## config.mk

```make
export PLATFORM = sky130hd
export DESIGN_NAME = alu_pipe
export DESIGN_NICKNAME = d
export VERILOG_FILES = /design/src/rtl/alu_pipe.sv
export SDC_FILE = /design/constraint.sdc
export NUM_CORES = 1
export LEC_CHECK = 0
export ABC_AREA = 0
export BUFFER_PORTS_ARGS = -buffer_cell sky130_fd_sc_hd__clkbuf_2
export CAP_MARGIN = 15
export CORE_ASPECT_RATIO = 2
export CORE_MARGIN = 2
export CORE_UTILIZATION = 64
export CTS_BUF_LIST = sky130_fd_sc_hd__clkbuf_8
export CTS_CLUSTER_DIAMETER = 60
export CTS_CLUSTER_SIZE = 8
export DETAILED_ROUTE_END_ITERATION = 7
export GPL_TIMING_DRIVEN = 1
export PLACE_DENSITY = 0.84
export SYNTH_ARGS = -nofsm -noshare
export SYNTH_HDL_FRONTEND = slang
export SYNTH_SLANG_ARGS = --single-unit
export TNS_END_PERCENT = 30
```

## constraint.sdc

```tcl
create_clock -name clk -period 4.95 [get_ports clk]
set_input_delay 0.495 -clock clk [delete_from_list [all_inputs] [get_ports clk]]
set_output_delay 0.495 -clock clk [all_outputs]
set_load 0.02 [all_outputs]
```

## src/rtl/alu_pipe.sv

```systemverilog
// alu_pipe: two-stage EX-stage ALU with valid/ready handshake.
// Holds the Z/V/N flag register; width and PADDSB lane are parameters.
module alu_pipe #(
    parameter int WIDTH = 16,
    parameter int LANE  = 4
) (
    input  logic             clk,
    input  logic             rst_n,
    input  logic             in_valid,
    output logic             in_ready,
    input  logic [3:0]       in_op,
    input  logic [WIDTH-1:0] in_a,
    input  logic [WIDTH-1:0] in_b,
    output logic             out_valid,
    input  logic             out_ready,
    output logic [WIDTH-1:0] out_result,
    output logic [2:0]       out_flags,
    output logic [2:0]       flags
);
    localparam int SHW = $clog2(WIDTH);
    localparam int HW  = WIDTH / 2;
    localparam int NL  = WIDTH / LANE;

    logic             s1_valid;
    logic [3:0]       s1_op;
    logic [WIDTH-1:0] s1_a;
    logic [WIDTH-1:0] s1_b;

    logic s2_free;
    logic adv;
    logic accept;

    assign s2_free  = !out_valid || out_ready;
    assign adv      = s1_valid && s2_free;
    assign in_ready = !s1_valid || s2_free;
    assign accept   = in_valid && in_ready;

    // Saturating add/sub; SUB is a + ~b + 1
    logic             sub;
    logic [WIDTH-1:0] b_eff;
    logic [WIDTH-1:0] raw;
    logic             ovf;
    logic [WIDTH-1:0] sat;

    assign sub   = (s1_op == 4'd1);
    assign b_eff = sub ? ~s1_b : s1_b;
    assign raw   = s1_a + b_eff + {{(WIDTH-1){1'b0}}, sub};
    assign ovf   = (s1_a[WIDTH-1] == b_eff[WIDTH-1])
                && (raw[WIDTH-1] != s1_a[WIDTH-1]);
    assign sat   = !ovf ? raw
                 : raw[WIDTH-1] ? {1'b0, {(WIDTH-1){1'b1}}}
                 : {1'b1, {(WIDTH-1){1'b0}}};

    // Half-word reduction; only the low HW+1 bits of the sum matter
    logic [HW:0]      t;
    logic [WIDTH-1:0] red;

    assign t = {1'b0, s1_a[HW-1:0]} + {1'b0, s1_b[HW-1:0]}
             + {1'b0, s1_a[WIDTH-1:HW]} + {1'b0, s1_b[WIDTH-1:HW]};
    assign red = {{(WIDTH-HW-1){t[HW]}}, t};

    // Shifts; a rotate by zero leaves a unchanged since a << WIDTH is 0
    logic [SHW-1:0]   sh;
    logic [SHW:0]     rsh;
    logic [WIDTH-1:0] sll;
    logic [WIDTH-1:0] sra;
    logic [WIDTH-1:0] ror;

    assign sh  = s1_b[SHW-1:0];
    assign rsh = (SHW+1)'(WIDTH) - {1'b0, sh};
    assign sll = s1_a << sh;
    assign sra = $signed(s1_a) >>> sh;
    assign ror = (s1_a >> sh) | (s1_a << rsh);

    // Per-lane saturating add with no carry between lanes
    logic [WIDTH-1:0] padd;

    for (genvar g = 0; g < NL; g++) begin : g_lane
        logic [LANE-1:0] la;
        logic [LANE-1:0] lb;
        logic [LANE-1:0] ls;
        logic            lovf;
        assign la   = s1_a[g*LANE +: LANE];
        assign lb   = s1_b[g*LANE +: LANE];
        assign ls   = la + lb;
        assign lovf = (la[LANE-1] == lb[LANE-1])
                   && (ls[LANE-1] != la[LANE-1]);
        assign padd[g*LANE +: LANE] = !lovf ? ls
            : ls[LANE-1] ? {1'b0, {(LANE-1){1'b1}}}
            : {1'b1, {(LANE-1){1'b0}}};
    end

    logic [WIDTH-1:0] res;
    logic [2:0]       nflags;

    // Opcode select and next flag value {Z,V,N}
    always_comb begin
        res    = '0;
        nflags = flags;
        unique case (s1_op)
            4'd0, 4'd1: begin
                res    = sat;
                nflags = {sat == '0, ovf, sat[WIDTH-1]};
            end
            4'd2: begin
                res       = s1_a ^ s1_b;
                nflags[2] = (res == '0);
            end
            4'd3: res = red;
            4'd4: begin
                res       = sll;
                nflags[2] = (res == '0);
            end
            4'd5: begin
                res       = sra;
                nflags[2] = (res == '0);
            end
            4'd6: begin
                res       = ror;
                nflags[2] = (res == '0);
            end
            4'd7:       res = padd;
            4'd8, 4'd9: res = sat;
            default:    res = '0;
        endcase
    end

    // S1 operand register
    always_ff @(posedge clk or negedge rst_n) begin
        if (!rst_n) begin
            s1_valid <= 1'b0;
            s1_op    <= '0;
            s1_a     <= '0;
            s1_b     <= '0;
        end else if (accept) begin
            s1_valid <= 1'b1;
            s1_op    <= in_op;
            s1_a     <= in_a;
            s1_b     <= in_b;
        end else if (adv) begin
            s1_valid <= 1'b0;
        end
    end

    // S2 result register and flag register
    always_ff @(posedge clk or negedge rst_n) begin
        if (!rst_n) begin
            out_valid  <= 1'b0;
            out_result <= '0;
            out_flags  <= '0;
            flags      <= '0;
        end else if (adv) begin
            out_valid  <= 1'b1;
            out_result <= res;
            out_flags  <= nflags;
            flags      <= nflags;
        end else if (out_ready) begin
            out_valid  <= 1'b0;
        end
    end
endmodule
```

==> results.ini <==
[clock_network]
cts_resized = 0
cts_hold_buf = 0
numCtsBuffers = 9
root_buffer = clkbuf_8
cts.sinks = 57
cts_setup_buffers = 0
clkTransAtPathRegs_ns = 0.07
clk_path_buf_depth = 2
htreeDepth = 3
clkLatencyLatePin_ns = 0.36
cts_tree = built

[yosys]
synth_cells = 940
async_flop_share_pct = 100
yosys.area.top_type_share_pct = 17.0
yosys.cell_types.count = 91
seq_area_frac_synth_pct = 17.0
yosysWarnings = 0
synthTopCellsByCount = nand2_1, a21oi_1, dfrtp_1
ys_ff_latch = 57
avgSynthCellArea_um2 = 8.91
synth_area_leaders = dfrtp_1, mux4_2, mux2_2, ha_1, fa_1
yosysTopAreaCell = dfrtp_1
post-synth-top-count-cell = nand2_1
synth_edf_count = 0
ys.flop_type = dfrtp_1
synth_fp_nets = 1039
syn-cell-area_mm2 = 0.00837

[global_route]
grt_pass1_vias = 8596
grt_usage_pct = 50.0
grt_pass1_wl_um = 52800
grt-ovfl-total = 0
grt_antenna_before_repair = 1
grt_max_degree = 71

[routing]
drt_pass1_iterations = 6
vias = 8492
routed_wl_um = 34200
wl_per_cell_um = 30.5
route.detailed.drc = 0
ant_nets = 0
viasPerCell = 7.57
drtIter0Drc = 1051

[worst_setup_path]
max_stage_delay_ns = 0.75
crit_slowest_cell = nor3b_1
critPathKind = flop to flop
path_max_fanout = 16
crit_arrival_ns = 4.65
crit_buf_inv = 2
crit_family = adder cells
crit_chain = inv_1, fa_1, fa_1, inv_1, ha_1, a21o_1, a211oi_1, o21ai_0, nand3_1, nor3b_1, nor2_1, o211ai_1, a22o_1
cp-end-kind = flop
start_kind = flop
worst-endpoint-required_ns = 5.24

[layout]
nets = 1064
fin_area_mm2 = 0.00890
area_growth_syn_to_layout_pct = 6.37
drive_above_1_share_pct = 23.2

[timing]
slew_violations = 0
finalSetupTns_ns = 0
tightestPinTransition_ns = 1.10
period_share_pct = 88.1
slew_headroom_pct = 26.0
hold_violations = 0
skew_ns = 0.0108
rsz0062_at_grt = no
min_period_ns = 4.36
timing.fmax_mhz = 229
setup_viol = 0

[power]
powerDensity_mw_per_mm2 = 494
p_leak_nw = 3.74
peakVddDrop_mv = 0.369

[floorplanning]
io_pins = 64
start_util_pct = 64.8
num_rows = 59
die_area_mm2 = 0.0141
die_w_um = 84.9
die_h_um = 166
core_mm2 = 0.0129

[flow_run]
cap_viol_max_count = 0

[hold_path]
hold_path.class = input pin to async pin

[place]
place_area_mm2 = 0.00869
hpwl_um = 25800
place.gp.congestion = 1.05
portBuffers = 63

[outcome]
status = complete, no violations

## final timing paths
| check | from | cells after the start | end | slack [ns] |
|---|---|---|---|---|
| setup reg to reg | s1_a[1]$_DFFE_PN0P_ | 13 | out_result[10]$_DFFE_PN0P_ | 0.59 |
| setup / recovery | s1_a[1]$_DFFE_PN0P_ | 13 | out_result[10]$_DFFE_PN0P_ | 0.59 |
| max in group asynchronous | rst_n | 2 | s1_b[1]$_DFFE_PN0P_ | 4.10 |
| min in group clk | in_a[15] | 2 | s1_a[15]$_DFFE_PN0P_ | 0.36 |
| hold / removal | rst_n | 2 | s1_b[8]$_DFFE_PN0P_ | 0.31 |
| hold reg to reg | out_result[2]$_DFFE_PN0P_ | 2 | out_result[2]$_DFFE_PN0P_ | 0.48 |
## power by group
group	switching [mW]	internal, mW	leakage [nW]
Combinational	2.00	1.21	2.94
Sequential	0.121	0.571	0.688
Clock	0.215	0.284	0.112
Total	2.34	2.06	3.74
## registers in the layout, summed over array words and instances (netlist names)
signal / flops
out_flags: 3
out_result: 16
out_valid: 1
s1_a: 16
s1_b: 16
s1_op: 4
s1_valid: 1
## cells by family after synthesis
group	share of synthesized area, %
xor gates and xnor gates	3.68
and+or+nand+nor	17.1
AOI/OAI and AO/OA	21.7
DFF	17.0
adders and majority gates	10.9
buffers and inverters	7.92
muxes	21.7
## layout by cell type (no fill, tap or decap), drive strengths merged, types with 9 or more instances in the layout
master / netlist / layout
nor2b: 11 / 11
fa: 21 / 21
o211ai: 10 / 10
inv: 56 / 56
o21ai: 58 / 58
a22o: 11 / 11
nand2: 75 / 75
clkbuf: 47 / 76
nor3b: 10 / 10
buf: 33 / 31
dfrtp: 57 / 57
mux4: 43 / 43
nand2b: 18 / 18
mux2i: 25 / 25
o221ai: 11 / 11
a21o: 18 / 18
or3: 12 / 12
a21oi: 59 / 59
o22ai: 10 / 10
nor3: 28 / 28
xnor2: 28 / 28
a211oi: 12 / 12
mux2: 50 / 50
nor4: 9 / 9
nor2: 46 / 46
nand3: 13 / 13
ha: 38 / 38
## per-layer routing
layer | global-route usage [%] | share of wire, %
met3 | 12.1 | 8.5
met2 | 80.3 | 48
met4 | 45.0 | 12
met1 | 52.7 | 31
met5 | 0 | 0
## stage by stage
stage	hold slack, ns	cells	util (%)	power [mW]	worst slack, ns
floorplan	0.199	940	-	2.82	1.01
global placement	0.463	1106	67.3	3.69	0.836
detailed placement	0.470	1106	67.3	3.74	0.709
CTS	0.331	1121	68.9	4.24	0.665
global route	0.376	1122	68.9	4.62	0.243
finish	0.308	1122	68.9	4.40	0.590
## layout make-up
class                   count  area, um2
diodes                      1       2.50
clock buffers              13        179
clock inverters             2       35.0
fillers                  1128       4010
inverters                  57        214
multi-input cells         746       6290
flip-flops and latches     57       1430
well taps                 152        190
repair buffers             94        561
Power figures use the tool's default switching activity.
